$ cat config.mk
export PLATFORM = sky130hd
export DESIGN_NAME = param_mem_arbiter
export DESIGN_NICKNAME = d
export VERILOG_FILES = /design/src/rtl/param_mem_arbiter.sv
export SDC_FILE = /design/constraint.sdc
export NUM_CORES = 1
export LEC_CHECK = 0
export ABC_AREA = 0
export BUFFER_PORTS_ARGS = -buffer_cell sky130_fd_sc_hd__buf_2
export CORE_ASPECT_RATIO = 1.1
export CORE_MARGIN = 2
export CORE_UTILIZATION = 41
export DETAILED_ROUTE_END_ITERATION = 6
export PLACE_DENSITY_LB_ADDON = 0.3
export SLEW_MARGIN = 20
export SYNTH_ARGS = -nofsm -noshare
export SYNTH_HDL_FRONTEND = slang
export SYNTH_SLANG_ARGS = --single-unit
$ cat constraint.sdc
create_clock -name clk -period 1.7 [get_ports clk]
set_clock_uncertainty 0.2 [all_clocks]
set_input_delay 0.17 -clock clk [delete_from_list [all_inputs] [get_ports clk]]
set_output_delay 0.17 -clock clk [all_outputs]
set_load 0.02 [all_outputs]
$ cat src/rtl/param_mem_arbiter.sv
// Two-requester arbiter that serialises req/gnt transactions onto one single-port sync memory.
// Round-robin by default; define MEM_ARB_FIXED_PRIO_EN to make port A always win ties.
module param_mem_arbiter #(
    parameter int unsigned SIZE   = 256,
    parameter int unsigned WIDTH  = 8,
    parameter int unsigned ADDR_W = 8
) (
    input  logic              clk,
    input  logic              reset,
    input  logic              req_a,
    input  logic              we_a,
    input  logic [ADDR_W-1:0] addr_a,
    input  logic [WIDTH-1:0]  wdata_a,
    input  logic              req_b,
    input  logic              we_b,
    input  logic [ADDR_W-1:0] addr_b,
    input  logic [WIDTH-1:0]  wdata_b,
    output logic              gnt_a,
    output logic              gnt_b,
    output logic              rvalid_a,
    output logic              rvalid_b,
    output logic [WIDTH-1:0]  rdata,
    output logic              addr_err,
    output logic              mem_we,
    output logic [ADDR_W-1:0] mem_addr,
    output logic [WIDTH-1:0]  mem_wdata,
    input  logic [WIDTH-1:0]  mem_rdata
);

    typedef enum logic [1:0] {
        StIdle,
        StAccess,
        StRdResp
    } state_e;

    state_e            state_q, state_d;
    logic              win_b_q, win_b_d;   // 1 = current transaction belongs to port B
    logic              we_q, we_d;
    logic              err_q, err_d;
    logic [ADDR_W-1:0] addr_q, addr_d;
    logic [WIDTH-1:0]  wdata_q, wdata_d;
    logic              pick_b;
    logic [ADDR_W-1:0] addr_sel;

`ifndef MEM_ARB_FIXED_PRIO_EN
    logic              last_b_q, last_b_d;
`endif

    always_comb begin
`ifdef MEM_ARB_FIXED_PRIO_EN
        pick_b = !req_a;
`else
        // On a tie, B wins only if A was granted last.
        pick_b = req_b && (!req_a || !last_b_q);
`endif
        addr_sel = pick_b ? addr_b : addr_a;
    end

    always_comb begin
        state_d  = state_q;
        win_b_d  = win_b_q;
        we_d     = we_q;
        err_d    = err_q;
        addr_d   = addr_q;
        wdata_d  = wdata_q;
`ifndef MEM_ARB_FIXED_PRIO_EN
        last_b_d = last_b_q;
`endif
        unique case (state_q)
            StIdle: begin
                if (req_a || req_b) begin
                    win_b_d  = pick_b;
                    we_d     = pick_b ? we_b : we_a;
                    addr_d   = addr_sel;
                    wdata_d  = pick_b ? wdata_b : wdata_a;
                    err_d    = (32'(addr_sel) >= SIZE);
`ifndef MEM_ARB_FIXED_PRIO_EN
                    last_b_d = pick_b;
`endif
                    state_d  = StAccess;
                end
            end
            StAccess: state_d = we_q ? StIdle : StRdResp;
            StRdResp: state_d = StIdle;
            default:  state_d = StIdle;
        endcase
    end

    always_ff @(posedge clk) begin
        if (reset) begin
            state_q  <= StIdle;
            win_b_q  <= 1'b0;
            we_q     <= 1'b0;
            err_q    <= 1'b0;
            addr_q   <= '0;
            wdata_q  <= '0;
`ifndef MEM_ARB_FIXED_PRIO_EN
            last_b_q <= 1'b1;
`endif
        end else begin
            state_q  <= state_d;
            win_b_q  <= win_b_d;
            we_q     <= we_d;
            err_q    <= err_d;
            addr_q   <= addr_d;
            wdata_q  <= wdata_d;
`ifndef MEM_ARB_FIXED_PRIO_EN
            last_b_q <= last_b_d;
`endif
        end
    end

    always_comb begin
        gnt_a     = (state_q == StAccess) && !win_b_q;
        gnt_b     = (state_q == StAccess) && win_b_q;
        addr_err  = (state_q == StAccess) && err_q;
        mem_we    = (state_q == StAccess) && we_q && !err_q;
        rvalid_a  = (state_q == StRdResp) && !win_b_q;
        rvalid_b  = (state_q == StRdResp) && win_b_q;
        // Out-of-range reads return zero rather than whatever the memory aliases to.
        rdata     = ((state_q == StRdResp) && !err_q) ? mem_rdata : '0;
        mem_addr  = addr_q;
        mem_wdata = wdata_q;
    end

endmodule

==> results_dict.tcl <==
set metrics [dict create \
    outcome "completed" \
    cp_max_fo 10 \
    critical_path.top_delay_family "simple AND/OR/NAND/NOR gates" \
    wl_mm 3.70 \
    cp-end-kind "output pin" \
    clock.fmax_mhz 628 \
    tns_ps 0 \
    start_util 0.438 \
    grt_max_degree 22 \
    drt-met1-wl_mm 1.42 \
    routed.top_layer "met4" \
    num_vias 1357 \
    layout_min_cycle_time_ps 1590 \
    met2_length_mm 1.95 \
    synth_edf_count 0 \
    ys_seq_elements 21 \
    drive_gt1_frac 0.401 \
    insertion_delay_ps 310 \
    overflow 0 \
    rsz0062_at_grt "false" \
    drc 0 \
    fin_nets 284 \
    p_leak_nw 0.891 \
    hold_class "primary input to flip-flop" \
    synthDistinctLibCells 23 \
    drv_slew 0 \
    wl_per_cell_um 13.8 \
    dp_hpwl_mm 2.27 \
    syn_nets 178 \
    cts_setup_buffers 0 \
    hold-worst-slack_ps 51.4 \
    powerDensity_mw_per_mm2 714 \
    rows 19 \
    die_w_um 53.5 \
    seq_area_frac_synth 0.381 \
    port_buffers 74 \
    viasPerCell 5.06 \
    area_growth_syn_to_layout_pct 67.3 \
    cts_sinks 21 \
    n_antenna_cell 0 \
    ant_nets 0 \
    core_area_sq_mm 0.00252 \
    cpPeakStageDelay_ps 370 \
    drt_pre_antenna_iters 4 \
    grt_pass1_wl_mm 5.62 \
    setup_viol 0 \
    antenna_found_initial 0 \
    multi_input_area_sq_um 603 \
    cts_buffers 3 \
    peakVddDrop_v 0.000607 \
    regArea_sq_um 420 \
    slowest_stage "dfxtp_1" \
    cts_tree "done" \
    async_flop_share 0 \
    met3_length_um 211 \
    critical_path_arrival_ps 1220 \
    h-tree-depth 1 \
    path_class "flip-flop to output pin" \
    synth.cell_area_sq_mm 0.00110 \
    postSynthCellCount 132 \
    first_iter_violations 32 \
    fillers 203 \
    crit_required_ps 1330 \
    critPathBufInv 1 \
    hold_viol_final 0 \
    path_cells "nor2b_4 > and2_1 > buf_2" \
    ys_warn_count 0 \
    grt_usage 0.245 \
    place_area_sq_mm 0.00146 \
    io_pins 76 \
    final_cell_area_sq_mm 0.00185 \
    syn_area_per_cell_sq_um 8.37 \
    die_h_um 58.4 \
    first_global_vias 1330 \
    dieArea_sq_mm 0.00313 \
    drv_cap 0 \
    cts.path.max_buffers 2 \
    clk_pin_slew_ps 120 \
    synth-main-ff-cell "dfxtp_1" \
    root_buffer "clkbuf_4" \
    startpoint_type "flip-flop" \
    period_share 0.937 \
    gp_congestion 0.752 \
]
-- worst paths after layout --
kind / start / endpoint / slack [ps] / cells after the start
worst max-delay path: state_q[1] / rdata[5] / 110 / 3
worst min-delay path: req_b / last_b_q / 50 / 3
worst max register to register: last_b_q / mem_addr[4] / 260 / 3
worst min register to register: we_q / state_q[1] / 260 / 1
-- cell families (layout without fill, tap and decap cells) --
group	Yosys count	in the layout	share of synthesized area
other	1	1	0.00339
AO/OA/AOI/OAI	39	39	0.302
flip-flops	21	21	0.381
AND/OR/NAND/NOR	57	57	0.233
buffers and inverters	14	119	0.0804
-- final cells by class --
cell class | count | share of cell area
Clock inverter | 1 | 0.00271
Clock buffer | 3 | 0.0122
Tap cell | 31 | 0.0210
Sequential cell | 21 | 0.227
Timing Repair Buffer | 113 | 0.406
Inverter | 2 | 0.00406
Multi-Input combinational cell | 97 | 0.326
-- sequential cells by signal (all words and copies together) (netlist names) --
register and count:
mem_wdata 8, mem_addr 8, state_q 2, we_q 1, last_b_q 1, win_b_q 1
-- metrics by stage --
stage,utilization,power [W],instances,setup WS [ps]
floorplan,-,0.000878,132,231
global placement,0.580,0.000999,229,240
detailed placement,0.580,0.00101,229,189
CTS,0.733,0.00131,268,90.2
global route,0.733,0.00139,268,26.4
finish,0.733,0.00132,268,108
-- metal layers --
metal  GRT usage  vias up
li1            -      666
met1       0.252      618
met2       0.473       61
met3      0.0305       12
met4       0.114        0
met5           0        -
-- repair_timing --
item	4_1_cts	5_1_grt
endpoints found under the hold margin	18	0
hold buffers	35	0
resized for setup	2	0
setup endpoints to repair	10	0
-- power by group --
| part | internal [W] | switching (W) |
|---|---|---|
| clock network | 0.0000878 | 0.000158 |
| registers | 0.000549 | 0.0000361 |
| logic | 0.000223 | 0.000264 |
-- tightest hold or removal path, cell delays in order --
cell	delay, ps
buf_2	100
nor2b_1	130
a221o_1	140
-- cell usage after synthesis, types with 2 or more instances --
cell type	instances	area, sq um
buf_6	2	22.5
nand2_1	36	135
a311oi_2	9	135
and2_1	10	62.6
dfxtp_1	21	420
buf_2	2	10.0
inv_1	2	7.51
clkbuf_1	5	18.8
buf_4	2	15.0
nor2_1	4	15.0
a311oi_1	8	70.1
nor2b_1	3	18.8
a21oi_1	18	90.1
-- cell usage in the layout (no fill, tap or decap), types with 2 or more instances in the layout --
cell / netlist / routed
dfxtp_1: 21 / 21
and2_1: 10 / 10
buf_4: 2 / 4
dlygate4sd3_1: 0 / 35
inv_1: 2 / 2
a311oi_1: 8 / 8
a311oi_2: 9 / 9
nand2_1: 36 / 36
nor2_1: 4 / 4
a21oi_1: 18 / 18
buf_2: 2 / 74
clkbuf_4: 0 / 3
nor2b_1: 3 / 2
No activity file was read; power rests on OpenSTA's default activity.
